**config.mk**
```make
export PLATFORM = sky130hd
export DESIGN_NAME = intf_pack
export DESIGN_NICKNAME = d
export VERILOG_FILES = /design/src/rtl/intf_pack.sv
export SDC_FILE = /design/constraint.sdc
export NUM_CORES = 1
export LEC_CHECK = 0
export ABC_CLOCK_PERIOD_IN_PS = 3500
export CAP_MARGIN = 25
export CORE_UTILIZATION = 51
export DETAILED_ROUTE_END_ITERATION = 8
export PLACE_DENSITY = 0.87
export SLEW_MARGIN = 20
export SYNTH_ARGS = -nofsm -noshare
export SYNTH_HDL_FRONTEND = slang
export SYNTH_SLANG_ARGS = --single-unit
```
**constraint.sdc**
```tcl
create_clock -name CLK -period 3.5 [get_ports CLK]
set_clock_uncertainty 0.2 [all_clocks]
set_input_delay 0.35 -clock CLK [delete_from_list [all_inputs] [get_ports CLK]]
set_output_delay 0.35 -clock CLK [all_outputs]
set_load 0.02 [all_outputs]
```
**src/rtl/intf_pack.sv**
```systemverilog
// intf_pack: packs a serial bit stream LSB-first into WIDTH-bit words,
// with one output holding register so the next word can fill while the
// current one waits for the consumer.
module intf_pack #(
  parameter int unsigned WIDTH = 8,
  localparam int unsigned CW = $clog2(WIDTH)
) (
  input  logic             CLK,
  input  logic             RST_N,
  input  logic             in_data,
  input  logic             in_rdy,
  output logic             in_en,
  input  logic             z_en,
  output logic [WIDTH-1:0] z_data,
  output logic             z_rdy,
  output logic [CW-1:0]    fill
);

  logic [WIDTH-1:0] sr_q, sr_d;
  logic [CW-1:0]    cnt_q, cnt_d;
  logic [WIDTH-1:0] obuf_q, obuf_d;
  logic             ovalid_q, ovalid_d;

  logic             last_c;
  logic             room_c;
  logic [WIDTH-1:0] shifted_c;

  // Accept decision; in_en is forced low during reset so nothing upstream is consumed.
  always_comb begin
    last_c    = (cnt_q == CW'(WIDTH - 1));
    room_c    = !ovalid_q || z_en;
    in_en     = RST_N && in_rdy && (!last_c || room_c);
    shifted_c = {in_data, sr_q[WIDTH-1:1]};
  end

  // Next-state: shift in accepted bits, hand a completed word to obuf, retire dequeued words.
  always_comb begin
    sr_d     = sr_q;
    cnt_d    = cnt_q;
    obuf_d   = obuf_q;
    ovalid_d = ovalid_q;
    if (z_en && ovalid_q) begin
      ovalid_d = 1'b0;
    end
    if (in_en) begin
      if (last_c) begin
        obuf_d   = shifted_c;
        ovalid_d = 1'b1;
        cnt_d    = '0;
      end else begin
        sr_d  = shifted_c;
        cnt_d = CW'(cnt_q + 1'b1);
      end
    end
  end

  // State registers with synchronous active-low reset.
  always_ff @(posedge CLK) begin
    if (!RST_N) begin
      sr_q     <= '0;
      cnt_q    <= '0;
      obuf_q   <= '0;
      ovalid_q <= 1'b0;
    end else begin
      sr_q     <= sr_d;
      cnt_q    <= cnt_d;
      obuf_q   <= obuf_d;
      ovalid_q <= ovalid_d;
    end
  end

  assign z_data = obuf_q;
  assign z_rdy  = ovalid_q;
  assign fill   = cnt_q;

endmodule

```
**Yosys cells after proc, flatten, opt, wreduce, memory -nomap -nowiden**

Cells that the tools add are included.

- Output and inout bits: 13
- Register bits: 20

- Add/subtract/negate cells: 1
- Multiplexer cells: 4
- Bitwise gates (word level): 1
- Reduce and logical (&&, ||, !) cells: 9
- Equality and inequality tests: 1

Operators with widths:

| cell | number |
|---|---|
| 2-bit AND reduction | 2 |
| 3-bit by 1-bit adder with 3-bit output, second input constant | 1 |
| 3-bit == test, second input constant | 1 |
| 1-bit logical AND | 3 |
| 1-bit 2-to-1 mux | 3 |
| 3-bit 2-to-1 mux | 1 |
| 1-bit logical NOT | 2 |
| 1-bit logical OR | 2 |
| 1-bit inverter | 1 |

**Logic depth before layout (Yosys ltp)**

- Depth after elaboration: 5
- Mapped depth: 7
- Mapped depth without buffers: 5

**Worst setup path after synthesis**

OpenSTA, ideal clock, no wires.

- Path kind: register to register
- Start: register cnt_q[0] (netlist: fill[0])
- End: register obuf_q[0] (netlist: z_data[0])
- Path slack: 1.775 ns
- Required time: 3.185 ns
- Cell stages (with the launch flop): 8
- Library setup time: 0.115 ns
- Arrival: 1.410 ns
- Cells stage by stage: dfxtp_1 ha_1 ha_1 and3_1 buf_6 and2_4 buf_6 o21ai_2

- Word-level cells in the longest chain between the ends: 5

RTL lines:

| item | RTL line | source |
|---|---|---|
| start: declaration | 20 | `logic [CW-1:0] cnt_q, cnt_d;` |
| start signal: assignment | 66 | `cnt_q <= cnt_d;` |
| 3-bit == test * | 30 | `last_c = (cnt_q == CW'(WIDTH - 1));` |
| 1-bit logical NOT | 32 | `in_en = RST_N && in_rdy && (!last_c \|\| room_c);` |
| 1-bit logical OR | 32 |  |
| 1-bit logical AND | 32 |  |
| 2-bit AND reduction (no line) * | n/a |  |
| end signal: assignment | 67 | `obuf_q <= obuf_d;` |
| end: declaration | 21 | `logic [WIDTH-1:0] obuf_q, obuf_d;` |

Every way passes the cells marked *; elsewhere a longest branch is shown, timed or not.
A chain may end at the register's enable or synchronous reset.

**Worst setup path after layout**

- Start: input z_en
- End: output in_en

- Word-level cells in the longest chain between the ends: 3

RTL lines:

| item | RTL line | source |
|---|---|---|
| start: declaration | 13 | `input logic z_en,` |
| 1-bit logical OR | 31 | `room_c = !ovalid_q \|\| z_en;` |
| 1-bit logical OR | 32 |  |
| 1-bit logical AND | 32 |  |
| end: declaration | 12 | `output logic in_en,` |

Every way passes these cells.

==> results.toml <==
[outcome]
status = "completed"

[global_routing]
antenna_found_initial = 0
first_global_vias = 530
grt_pass1_wl_um = 2310
grt_max_degree = 24
overflow = 0
grt_usage_pct = 17.3

[clocking]
clkLatencyLatePin_ps = 290
clock-sinks = 19
cts_tree = "yes"
ctsHoldBuffers = 0
ctsLongestPathBuffers = 2
cts_resized = 0
clk_pin_slew_ps = 100
htree_num_levels = 1
numCtsBuffers = 3
cts_root_buffer = "clkbuf_4"
cts_setup_buffers = 0

[layout]
layout.cells.most_common = "nand2_1"
syn2layout_area_growth_pct = 23.1
final_layout_size_suffix_gt1_share_pct = 12.3
postLayoutCoreUtil_pct = 70.9
antenna_cells = 0
layout_common_cells = "26 x nand2_1, 19 x dfxtp_1, 17 x clkdlybuf4s50_1, 9 x nand3_1"
fin_nets = 114

[power_and_ir_drop]
sw_frac_of_total_pct = 23.3
powerDensity_nw_per_um2 = 374
p_switching_uw = 85.2
p_int_uw = 281
p_seq_share_pct = 61.1
combPwrFrac_pct = 9.0
p_leak_nw = 0.357
p_clk_share_pct = 29.9
ir_drop_uv = 226

[run]
cap_violations = 0

[yosys]
synth_edf_count = 0
yosys-top-cells-area = "dfxtp_1 48%, nand2_1 12%, o21ai_2 8.8%"
syn_nets = 97
synthMuxAreaShare_pct = 1.26
synthArstFlopShare_pct = 0
synthAdderAreaFrac_pct = 3.14
ys_seq_area_share_pct = 47.8
synth-compound-area-share_pct = 18.9
yosysUniqueCellTypes = 18
synth_ff_type = "dfxtp_1"
synth_cells = 90
yosys.area_share.simple_pct = 23.1
yosysTopAreaCell = "dfxtp_1"
synth_top_family_by_area = "simple AND/OR/NAND/NOR gates"
yosys_warnings = 0
netlist.area_leader.share_pct = 47.8
synth_xor_area_share_pct = 0
syn_area_per_cell_um2 = 8.84
synth_seq_cells = 19
syn_area_um2 = 796

[detailed_routing]
num_vias = 645
wl_per_cell_um = 11.5
ant_nets = 0
drt-initial-drc-count = 10
totalWireLength_um = 1390
drcViolationCount = 0
drtPass1Iterations = 4
via_per_inst = 5.33

[place]
portBuffers = 17
dp_hpwl_um = 969
gp_congestion = 0.748

[die]
dieWidth_um = 41.5
fp-row-count = 13
die_h_um = 41.5
die_area_um2 = 1720
io_pins = 18
start_util_pct = 57.6
coreArea_um2 = 1380

[timing]
rsz0062_at_grt = "false"
slew_headroom_pct = 60.8
timing.hold.ws_ps = 262
fin_tns_setup_ps = 0
setup_viol = 0
post-route-period-util_pct = 73.2
slew_viol_final = 0
finalHoldViolCount = 0
post-route-min-period_ps = 2560
worstMarginPinSlew_ps = 587
fmax_mhz = 390

[setup_path]
crit_arrival_ps = 2010
cp_slowest_stage_delay_ps = 620
crit_required_ps = 2950
cp_slowest_cell = "clkdlybuf4s50_1"
crit_top_cell = "clkdlybuf4s50_1"
endpoint_kind = "primary output"
worstPathMaxFanout = 12
criticalPathCategory = "in2out"
startpoint_type = "input port"
r2r_start = "fill[0]$_SDFFE_PN0P_"
startpoint = "z_en"
path_cells = "clkdlybuf4s50_1 > nand2b_1 > o211a_1 > clkdlybuf4s50_1"

[hold_path]
min_path_type = "reg2reg"
hold_start = "z_data[0]$_SDFFE_PN0P_"
[state kept, by name (all words and copies together), names as in the netlist]
name,cells
fill,3
sr_q,7
z_data,8
z_rdy,1
[synthesized netlist by cell type (all sizes together) (2+ instances only)]
library cell	n
nand2	26
dfxtp	19
o21ai	10
nand3	9
a21boi	8
buf	3
clkbuf	3
ha	2
inv	2
nand2b	2
[routing by layer]
metal / wire [µm] / GRT usage, % / vias up
li1: - / - / 332
met1: 648 / 21.2 / 292
met2: 647 / 27.8 / 16
met3: 55 / 3.91 / 5
met4: 35 / 9.68 / 0
met5: 0 / 0 / -
[power by group through the flow]
stage	combinational [mW]	sequential, mW	clock, mW
floorplan	0.0141	0.232	0
global placement	0.0326	0.229	0
detailed placement	0.0328	0.229	0
CTS	0.0332	0.224	0.113
global route	0.0357	0.225	0.121
finish	0.0329	0.224	0.109
[kinds of logic (layout without fill, tap and decap cells)]
family	after synthesis	in the layout
fa+ha+maj	2	2
flops	19	19
simple gates	41	41
compound gates	19	19
mux	1	1
buf+inv	8	24
[critical path, delay by kind of cell]
| family | cells | cell delay [ps] |
|---|---|---|
| buffers and inverters | 2 | 1060 |
| AND/OR/NAND/NOR | 1 | 340 |
| AO/OA/AOI/OAI | 1 | 260 |
[final cells by class]
cell class,instances,area [µm²]
inverters,2,7.51
fillers,115,403
repair buffers,18,178
well taps,15,18.8
multi-input cells,63,369
clock buffers,4,26.3
flip-flops and latches,19,380
[worst paths after layout]
check | endpoint | slack [ps] | cells past startpoint
max | in_en | 940 | 4
min | z_data[0]$_SDFFE_PN0P_ | 260 | 2
max reg2reg | sr_q[4]$_SDFFE_PN0P_ | 1700 | 5
min reg2reg | z_data[0]$_SDFFE_PN0P_ | 260 | 2
[through the flow]
stage                     std cells  setup slack (ps)  power [mW]  instance area [µm²]
after detailed placement        117               935       0.262                  953
after floorplan                  90              1770       0.246                  796
after global routing            121               846       0.381                  980
after CTS                       121               933       0.370                  980
final                           121               937       0.366                  980
after global placement          117               943       0.261                  953
Note: power is estimated with default switching activity, not from simulation.
